[config.mk]
export PLATFORM = sky130hd
export DESIGN_NAME = product_register
export DESIGN_NICKNAME = d
export VERILOG_FILES = /design/src/rtl/product_register.sv
export SDC_FILE = /design/constraint.sdc
export NUM_CORES = 1
export LEC_CHECK = 0
export CAP_MARGIN = 10
export CORE_MARGIN = 5
export CORE_UTILIZATION = 51
export DETAILED_ROUTE_END_ITERATION = 10
export GPL_TIMING_DRIVEN = 1
export PLACE_DENSITY = 0.85
export SKIP_CTS_REPAIR_TIMING = 1
export SYNTH_ARGS = -nofsm -noshare
export SYNTH_HDL_FRONTEND = slang
export SYNTH_SLANG_ARGS = --single-unit
[constraint.sdc]
create_clock -name clk -period 3.1 [get_ports clk]
set_input_delay 0.62 -clock clk [delete_from_list [all_inputs] [get_ports clk]]
set_output_delay 0.62 -clock clk [all_outputs]
set_load 0.02 [all_outputs]
[src/rtl/product_register.sv]
// -----------------------------------------------------------------------------
// product_register
//
// Sequential unsigned WIDTH x WIDTH shift-add multiplier. It holds the
// 2*WIDTH-bit Product register, a WIDTH+1-bit adder and an iteration counter.
// An operation is started by a rising edge of run. It then takes WIDTH
// iterations, at one bit of the multiplier per clock. The exact 2*WIDTH-bit
// product is then held on Hi/Lo until the next start or reset.
//
// Ports
//   clk           in   1      rising-edge clock
//   rst           in   1      asynchronous active-low reset
//   run           in   1      start request (rising edge only)
//   Multiplicand  in   WIDTH  operand A, captured at start
//   Multiplier    in   WIDTH  operand B, captured at start into Lo
//   Hi            out  WIDTH  Product upper half
//   Lo            out  WIDTH  Product lower half
//   counting      out  1      iterations in progress
//   ready         out  1      Hi/Lo hold a completed result
// -----------------------------------------------------------------------------
module product_register #(
    parameter int WIDTH = 32
) (
    input  logic             clk,
    input  logic             rst,
    input  logic             run,
    input  logic [WIDTH-1:0] Multiplicand,
    input  logic [WIDTH-1:0] Multiplier,
    output logic [WIDTH-1:0] Hi,
    output logic [WIDTH-1:0] Lo,
    output logic             counting,
    output logic             ready
);

    // Counter is one bit wider than log2(WIDTH) so it can never wrap early.
    localparam int CW = $clog2(WIDTH) + 1;
    localparam logic [CW-1:0] LAST_ITER = CW'(WIDTH - 1);

    typedef enum logic [1:0] {
        S_IDLE = 2'd0,
        S_BUSY = 2'd1,
        S_DONE = 2'd2
    } state_t;

    state_t                 r_state;
    logic [2*WIDTH-1:0]     r_prod;
    logic [WIDTH-1:0]       r_mcand;
    logic [CW-1:0]          r_cnt;
    logic                   r_run_d;

    logic [WIDTH:0]         w_sum;
    logic                   w_start;

    // Adder on the upper half of Product and start-edge detection.
    always_comb begin
        w_sum   = {1'b0, r_prod[2*WIDTH-1:WIDTH]} + {1'b0, r_mcand};
        w_start = run & ~r_run_d;
    end

    // Control FSM and datapath registers.
    always_ff @(posedge clk or negedge rst) begin
        if (!rst) begin
            r_state <= S_IDLE;
            r_prod  <= {(2*WIDTH){1'b0}};
            r_mcand <= {WIDTH{1'b0}};
            r_cnt   <= {CW{1'b0}};
            r_run_d <= 1'b0;
        end else begin
            r_run_d <= run;
            case (r_state)
                S_IDLE, S_DONE: begin
                    if (w_start) begin
                        r_prod  <= {{WIDTH{1'b0}}, Multiplier};
                        r_mcand <= Multiplicand;
                        r_cnt   <= {CW{1'b0}};
                        r_state <= S_BUSY;
                    end else begin
                        r_state <= r_state;
                    end
                end
                S_BUSY: begin
                    // The adder carry becomes the new MSB, so no product bit is lost.
                    if (r_prod[0]) begin
                        r_prod <= {w_sum, r_prod[WIDTH-1:1]};
                    end else begin
                        r_prod <= {1'b0, r_prod[2*WIDTH-1:1]};
                    end
                    r_cnt <= r_cnt + CW'(1);
                    if (r_cnt == LAST_ITER) begin
                        r_state <= S_DONE;
                    end else begin
                        r_state <= S_BUSY;
                    end
                end
                default: begin
                    r_state <= S_IDLE;
                end
            endcase
        end
    end

    // Outputs are taken straight from registers; nothing depends combinationally on run.
    assign Hi       = r_prod[2*WIDTH-1:WIDTH];
    assign Lo       = r_prod[WIDTH-1:0];
    assign counting = (r_state == S_BUSY);
    assign ready    = (r_state == S_DONE);

endmodule

==> results.yml, run 1 <==
timing:
  report.final.hold_viol_count: 0
  finClkSkew_ps: 7.591
  fmax_ghz: 0.3482
  period_needed_ps: 2872
  final-max-slew-violation-count: 0
  worst_slew_margin_rel_pct: 37.41
  period_share_pct: 92.65
  unrepaired_setup_endpoints_after_global_routing: "false"
  setup_viol: 0
  holdWs_ps: 235.9
  worst_pin_slew_ps: 935.4
  timing.setup.tns_ps: 0
routing:
  detail_route.drc_violations: 0
  route.detailed.vias_per_inst: 5.967
  drt_pass1_iterations: 5
  dr.first_iter.drc_count: 456
  vias: 5687
  drt_wl_total_um: 16640
  post_dr_wirelength_cell_um: 17.46
  antenna_violating_nets_post_route: 0
setup_path:
  worstSetupPathType: "reg -> reg"
  cp_num_buf_inv: 0
  worst-endpoint-required_ps: 3330
  cpMaxStageDelayCell: "sky130_fd_sc_hd__dfrtp_1"
  rrSetupSlack_ps: 230
  crit_top_cell: "sky130_fd_sc_hd__o21ai_1"
  critPathArrivalTime_ps: 3110
  worstSetupEndpointType: "register"
  worst_path_largest_cell_delay_ps: 410
  highest_fanout_seen_on_the_critical_path: 4
  startpoint_type: "register"
  timing.critical_path.max_delay_family: "compound AO/OA/AOI/OAI gates"
  worstPathCellList: "ha_1, fa_1, a21o_1, a221o_1, a21oi_2, o31ai_1, a41o_1, o21ai_1, o21ai_1, a22o_1"
layout:
  area_growth_synth_to_finish_pct: 30.08
  mostFrequentLayoutCell: "sky130_fd_sc_hd__clkdlybuf4s50_1"
  sequential_cell_area_mm2: 0.002628
  layout_common_cells: "131 x sky130_fd_sc_hd__clkdlybuf4s50_1, 129 x sky130_fd_sc_hd__nand2_1, 105 x sky130_fd_sc_hd__dfrtp_1, 80 x sky130_fd_sc_hd__nor2_1, 47 x sky130_fd_sc_hd__o21ai_0"
  diodes: 0
  post_route_cells_drive_above_1_share_pct: 4.815
  utilization_pct: 68.00
  final-instance-count-excl-fill: 953
  num-fill-cells: 876
  multiInputGateArea_mm2: 0.003193
  final_nets: 906
power_and_ir_drop:
  power.share.clock_pct: 13.9
  pwr_density_cell_mw_per_mm2: 1235
  ir_drop_v: 0.0005776
  internal-power_uw: 5293
  design_power_total_uw: 9628
  combinational_fraction_of_design_power_pct: 59.4
  leakage_uw: 0.003482
  power.switching_uw: 4335
  switching_share_pct: 45.03
  seqPwrFrac_pct: 26.7
cts:
  cts_sinks: 105
  post_cts_clock_slew_at_the_launch_and_capture_registers_of_the_worst_setup_and_hold_paths_ps: 70
  htreeDepth: 3
  clk_root_buffer_cell: "sky130_fd_sc_hd__clkbuf_16"
  clockBufferDepth: 2
  tritoncts_clock_tree: "yes"
  insertion_delay_to_the_later_sink_of_the_worst_skew_pair_ps: 350
  cts_inserted_buffers: 9
yosys:
  synth_top_flop_cell: "sky130_fd_sc_hd__dfrtp_1"
  avg_synthesized_cell_area_um2: 8.700
  synth-warning-count: 0
  netlist-cell-type-count: 54
  ys_seq_area_share_pct: 43.83
  cell_count_after_synthesis: 689
  postSynthNetCount: 790
  async_flop_share_pct: 100.0
  syn-cell-area_mm2: 0.005994
  synth_edf_count: 0
  ys_ff_latch: 105
status:
  outcome: "finished clean"
global_routing:
  via_count_of_the_first_global_routing_pass: 5614
  grt_max_degree: 71
  antenna_found_initial: 0
  globalRoute.totalOverflow: 0
  global_route_wire_length_before_repair_um: 27770
  grt_usage_pct: 23.60
placed_design:
  gp_congestion: 0.9740
  io_buffers: 132
  dp_hpwl_um: 11720
  dp_cells: 937
floorplanning:
  die-width_um: 118.4
  pin_count: 133
  chipHeight_um: 118.4
  floorplan.rows: 39
  floorplan.die_area_mm2: 0.01402
  initial_core_util_pct: 52.27
  core_area_mm2: 0.01147
worst_hold_path:
  min-delay-path-class: "in -> async"
job:
  max-cap-violations: 0
power by group through the flow:
| stage | logic, uW | registers (uW) | clock network, uW |
|---|---|---|---|
| 2_1_floorplan | 3360 | 2910 | 0 |
| 5_1_grt | 6220 | 2660 | 1410 |
| 3_3_place_gp | 5420 | 2550 | 0 |
| 3_5_place_dp | 5580 | 2580 | 0 |
| 6_report | 5720 | 2570 | 1340 |
| 4_1_cts | 5660 | 2570 | 1340 |
area by class of cell:
| class | count | share of cell area, % |
|---|---|---|
| multi-input combinational | 537 | 40.95 |
| timing repair buffer | 142 | 18.04 |
| inverter | 10 | 0.4814 |
| clock buffer | 10 | 3.065 |
| sequential | 105 | 33.70 |
| clock inverter | 6 | 1.476 |
| tap | 143 | 2.295 |
worst reg2reg max path: cells and delay by family (launching register included):
family / cells / cell delay, ps
DFF: 1 / 410
adders and majority gates: 2 / 650
AOI/OAI and AO/OA: 8 / 1700
cell families (layout without fill, tap and decap cells):
family          Yosys count  count (layout)  synth area share (%)
fa+ha+maj                34              34                 7.222
compound gates          206             206                 22.29
simple gates            259             259                 17.93
xor+xnor                 29              29                 4.237
mux                       9               9                 1.503
buf+inv                  47             168                 2.985
flops                   105             105                 43.83
path summary, 6_finish.rpt:
check | startpoint | end | depth (start not counted)
setup / recovery | r_prod[32] | r_prod[63] | 10
hold / removal | rst | r_mcand[27] | 1
setup reg to reg | r_prod[32] | r_prod[63] | 10
hold reg to reg | r_mcand[14] | r_mcand[14] | 2
max in group asynchronous | rst | r_mcand[6] | 2
min in group clk | r_mcand[14] | r_mcand[14] | 2
flip-flops by register name, indices dropped and copies added, names as in the netlist:
name	count
r_cnt	6
r_prod	64
r_run_d	1
r_state	2
r_mcand	32
synthesized netlist by cell type (3+ instances only):
master                     count  area share, %
sky130_fd_sc_hd__nand2_1     129            8.1
sky130_fd_sc_hd__dfrtp_1     105             44
sky130_fd_sc_hd__nor2_1       81            5.1
sky130_fd_sc_hd__o21ai_0      47            3.9
sky130_fd_sc_hd__ha_1         33            6.9
sky130_fd_sc_hd__a21oi_1      32            2.7
sky130_fd_sc_hd__o22ai_1      31            3.2
sky130_fd_sc_hd__clkbuf_1     29            1.8
sky130_fd_sc_hd__xnor2_1      19            2.8
sky130_fd_sc_hd__nand3_1      17            1.4
sky130_fd_sc_hd__a22oi_1      16            2.0
sky130_fd_sc_hd__a21o_1       15            1.9
sky130_fd_sc_hd__o21ai_1      11           0.92
sky130_fd_sc_hd__xor2_1       10            1.5
sky130_fd_sc_hd__inv_1         9           0.56
sky130_fd_sc_hd__mux2i_1       9            1.5
sky130_fd_sc_hd__and3_1        8           0.83
sky130_fd_sc_hd__a31oi_1       7           0.73
sky130_fd_sc_hd__buf_1         6           0.38
sky130_fd_sc_hd__o21bai_1      6           0.75
sky130_fd_sc_hd__a22o_1        5           0.73
sky130_fd_sc_hd__nand4_1       5           0.52
sky130_fd_sc_hd__o31ai_1       5           0.63
sky130_fd_sc_hd__a211oi_1      4           0.50
sky130_fd_sc_hd__nand2b_1      4           0.42
sky130_fd_sc_hd__nor3_1        4           0.33
sky130_fd_sc_hd__a31oi_2       3           0.63
sky130_fd_sc_hd__nor2b_1       3           0.31
sky130_fd_sc_hd__nor3b_1       3           0.38
sky130_fd_sc_hd__o21a_1        3           0.38
layer usage:
metal / part of all wire (%) / up-vias / GRT usage, %
met5: 0 / - / 0
met3: 7.1 / 41 / 5.158
met2: 46 / 259 / 37.90
met1: 44 / 2705 / 32.14
li1: - / 2682 / -
met4: 2.3 / 0 / 7.442
metrics by stage:
step	cell area, um2	setup slack (ps)
floorplan	5995	383.4
finish	7797	227.8
global route	7797	113.8
CTS	7797	245.5
detailed placement	7443	271.4
global placement	7443	346.2
No activity file was read; power rests on OpenSTA's default activity.
==> inputs of run 2 (changes only) <==
--- a/config.mk
+++ b/config.mk
@@ -9,7 +9,6 @@
 export CORE_MARGIN = 5
 export CORE_UTILIZATION = 51
 export DETAILED_ROUTE_END_ITERATION = 10
-export GPL_TIMING_DRIVEN = 1
 export PLACE_DENSITY = 0.85
 export SKIP_CTS_REPAIR_TIMING = 1
 export SYNTH_ARGS = -nofsm -noshare
==> results of run 2 <==
The final DEF is identical to that of run 1; final timing and power are the same.
==> inputs of run 3 (changes only) <==
==> constraint.sdc (replaced) <==
create_clock -name clk -period 3.05 [get_ports clk]
set_input_delay 0.61 -clock clk [delete_from_list [all_inputs] [get_ports clk]]
set_output_delay 0.61 -clock clk [all_outputs]
set_load 0.02 [all_outputs]
==> results.yml, run 3 (synthesized netlist as in run 1, its figures left out) <==
status:
  outcome: "finished clean"
power_and_ir_drop:
  internal-power_uw: 5270
  power.share.clock_pct: 12.9
  seqPwrFrac_pct: 27.2
  ir_drop_v: 0.0006192
  leakage_uw: 0.003467
  switching_share_pct: 45.27
  design_power_total_uw: 9629
  pwr_density_cell_mw_per_mm2: 1242
  power.switching_uw: 4360
  combinational_fraction_of_design_power_pct: 59.9
setup_path:
  timing.critical_path.max_delay_family: "compound AO/OA/AOI/OAI gates"
  worstPathCellList: "ha_1, fa_1, a21o_1, a221o_1, a21oi_2, o31ai_1, a41o_1, o21ai_1, o21ai_1, a22o_1"
  cp_num_buf_inv: 0
  worst-endpoint-required_ps: 3300
  worstSetupEndpointType: "register"
  critPathArrivalTime_ps: 3130
  crit_top_cell: "sky130_fd_sc_hd__o21ai_1"
  highest_fanout_seen_on_the_critical_path: 4
  cpMaxStageDelayCell: "sky130_fd_sc_hd__dfrtp_1"
  worst_path_largest_cell_delay_ps: 410
  startpoint_type: "register"
  worstSetupPathType: "reg -> reg"
cts:
  post_cts_clock_slew_at_the_launch_and_capture_registers_of_the_worst_setup_and_hold_paths_ps: 70
  clk_root_buffer_cell: "sky130_fd_sc_hd__clkbuf_16"
  cts_inserted_buffers: 9
  cts_sinks: 105
  htreeDepth: 3
  clockBufferDepth: 2
  insertion_delay_to_the_later_sink_of_the_worst_skew_pair_ps: 350
  tritoncts_clock_tree: "yes"
routing:
  route.detailed.vias_per_inst: 5.900
  dr.first_iter.drc_count: 377
  drt_pass1_iterations: 5
  drt_wl_total_um: 16320
  detail_route.drc_violations: 0
  antenna_violating_nets_post_route: 0
  post_dr_wirelength_cell_um: 17.12
  vias: 5623
global_routing:
  antenna_found_initial: 0
  globalRoute.totalOverflow: 0
  global_route_wire_length_before_repair_um: 27460
  grt_max_degree: 73
  via_count_of_the_first_global_routing_pass: 5507
  grt_usage_pct: 23.31
timing:
  period_needed_ps: 2881
  period_share_pct: 94.46
  final-max-slew-violation-count: 0
  worst_pin_slew_ps: 827.8
  timing.setup.tns_ps: 0
  fmax_ghz: 0.3471
  finClkSkew_ps: 7.022
  setup_viol: 0
  worst_slew_margin_rel_pct: 44.61
  unrepaired_setup_endpoints_after_global_routing: "false"
  report.final.hold_viol_count: 0
floorplanning:
  core_area_mm2: 0.01147
  pin_count: 133
  floorplan.rows: 39
  chipHeight_um: 118.4
  floorplan.die_area_mm2: 0.01402
  initial_core_util_pct: 52.27
  die-width_um: 118.4
layout:
  largestRegisters: "r_prod (64), r_mcand (32), r_cnt (6)"
  num-fill-cells: 914
  post_route_cells_drive_above_1_share_pct: 4.568
  final_nets: 906
  mostFrequentLayoutCell: "sky130_fd_sc_hd__clkdlybuf4s50_1"
  largest_register_ffs: 64
  utilization_pct: 67.63
  diodes: 0
  largest-register: "r_prod"
  area_growth_synth_to_finish_pct: 29.37
  layout_common_cells: "131 x sky130_fd_sc_hd__clkdlybuf4s50_1, 129 x sky130_fd_sc_hd__nand2_1, 105 x sky130_fd_sc_hd__dfrtp_1, 80 x sky130_fd_sc_hd__nor2_1, 47 x sky130_fd_sc_hd__o21ai_0"
job:
  max-cap-violations: 0
worst_hold_path:
  min-delay-path-class: "in -> async"
placed_design:
  io_buffers: 132
  dp_hpwl_um: 11700
  gp_congestion: 0.9734
==> run 3: cell types whose count changed in the layout (fill, tap and decap cells not counted) <==
cell                         change
sky130_fd_sc_hd__clkinv_2        +2
sky130_fd_sc_hd__clkbuf_8        -1
sky130_fd_sc_hd__clkbuf_1        +2
sky130_fd_sc_hd__clkinv_4        -2
sky130_fd_sc_hd__bufinv_16       -1
sky130_fd_sc_hd__clkinvlp_4      -1
sky130_fd_sc_hd__inv_6           +1
==> run 3: metrics by stage <==
stage	worst slack (ps)	hold WS [ps]	instances	area [um2]
6_report	169.0	200.9	953	7755
5_1_grt	50.95	237.9	953	7755
4_1_cts	182.1	222.5	953	7755
3_5_place_dp	213.9	469.9	937	7443
3_3_place_gp	294.4	469.3	937	7443
2_1_floorplan	333.4	314.4	689	5995
==> run 3: final timing paths <==
path                                   from           to  slack (ps)  depth (start not counted)
max in group asynchronous               rst   r_prod[43]        2110                          2
worst max register to register   r_prod[32]   r_prod[63]         170                         10
worst max-delay path             r_prod[32]   r_prod[63]         170                         10
worst min register to register  r_mcand[14]  r_mcand[14]         480                          2
worst min-delay path                    rst  r_mcand[28]         200                          1
min in group clk                r_mcand[14]  r_mcand[14]         480                          2
==> run 3: layout make-up <==
type | instances | area, um2 | area share, %
tap | 143 | 178.9 | 2.307
sequential | 105 | 2628 | 33.88
timing repair buffer | 142 | 1406 | 18.13
clock inverter | 5 | 78.83 | 1.016
clock buffer | 11 | 232.7 | 3.001
multi-input combinational | 537 | 3193 | 41.17
inverter | 10 | 37.54 | 0.4840
==> run 3: layer usage <==
metal | part of all wire (%) | vias up | wire length, um | track usage, %
met3 | 7.0 | 26 | 1138 | 3.773
met5 | 0 | - | 0 | 0
met4 | 2.1 | 0 | 338 | 8.717
li1 | - | 2677 | - | -
met1 | 45 | 2664 | 7347 | 32.89
met2 | 46 | 256 | 7495 | 36.43
==> run 3: worst register-to-register path: stages, from the launching register on <==
cell                      delay (ps)
sky130_fd_sc_hd__dfrtp_1         410
sky130_fd_sc_hd__ha_1            250
sky130_fd_sc_hd__fa_1            410
sky130_fd_sc_hd__a21o_1          230
sky130_fd_sc_hd__a221o_1         340
sky130_fd_sc_hd__a21oi_2         200
sky130_fd_sc_hd__o31ai_1         130
sky130_fd_sc_hd__a41o_1          290
sky130_fd_sc_hd__o21ai_1         210
sky130_fd_sc_hd__o21ai_1         100
sky130_fd_sc_hd__a22o_1          190
==> run 3: power by group through the flow <==
stage	Sequential, uW	Clock, uW	Combinational (uW)
after floorplan	2960	0	3420
after global placement	2600	0	5510
after detailed placement	2630	0	5690
after CTS	2610	1250	5730
after global routing	2700	1310	6300
final	2620	1240	5770
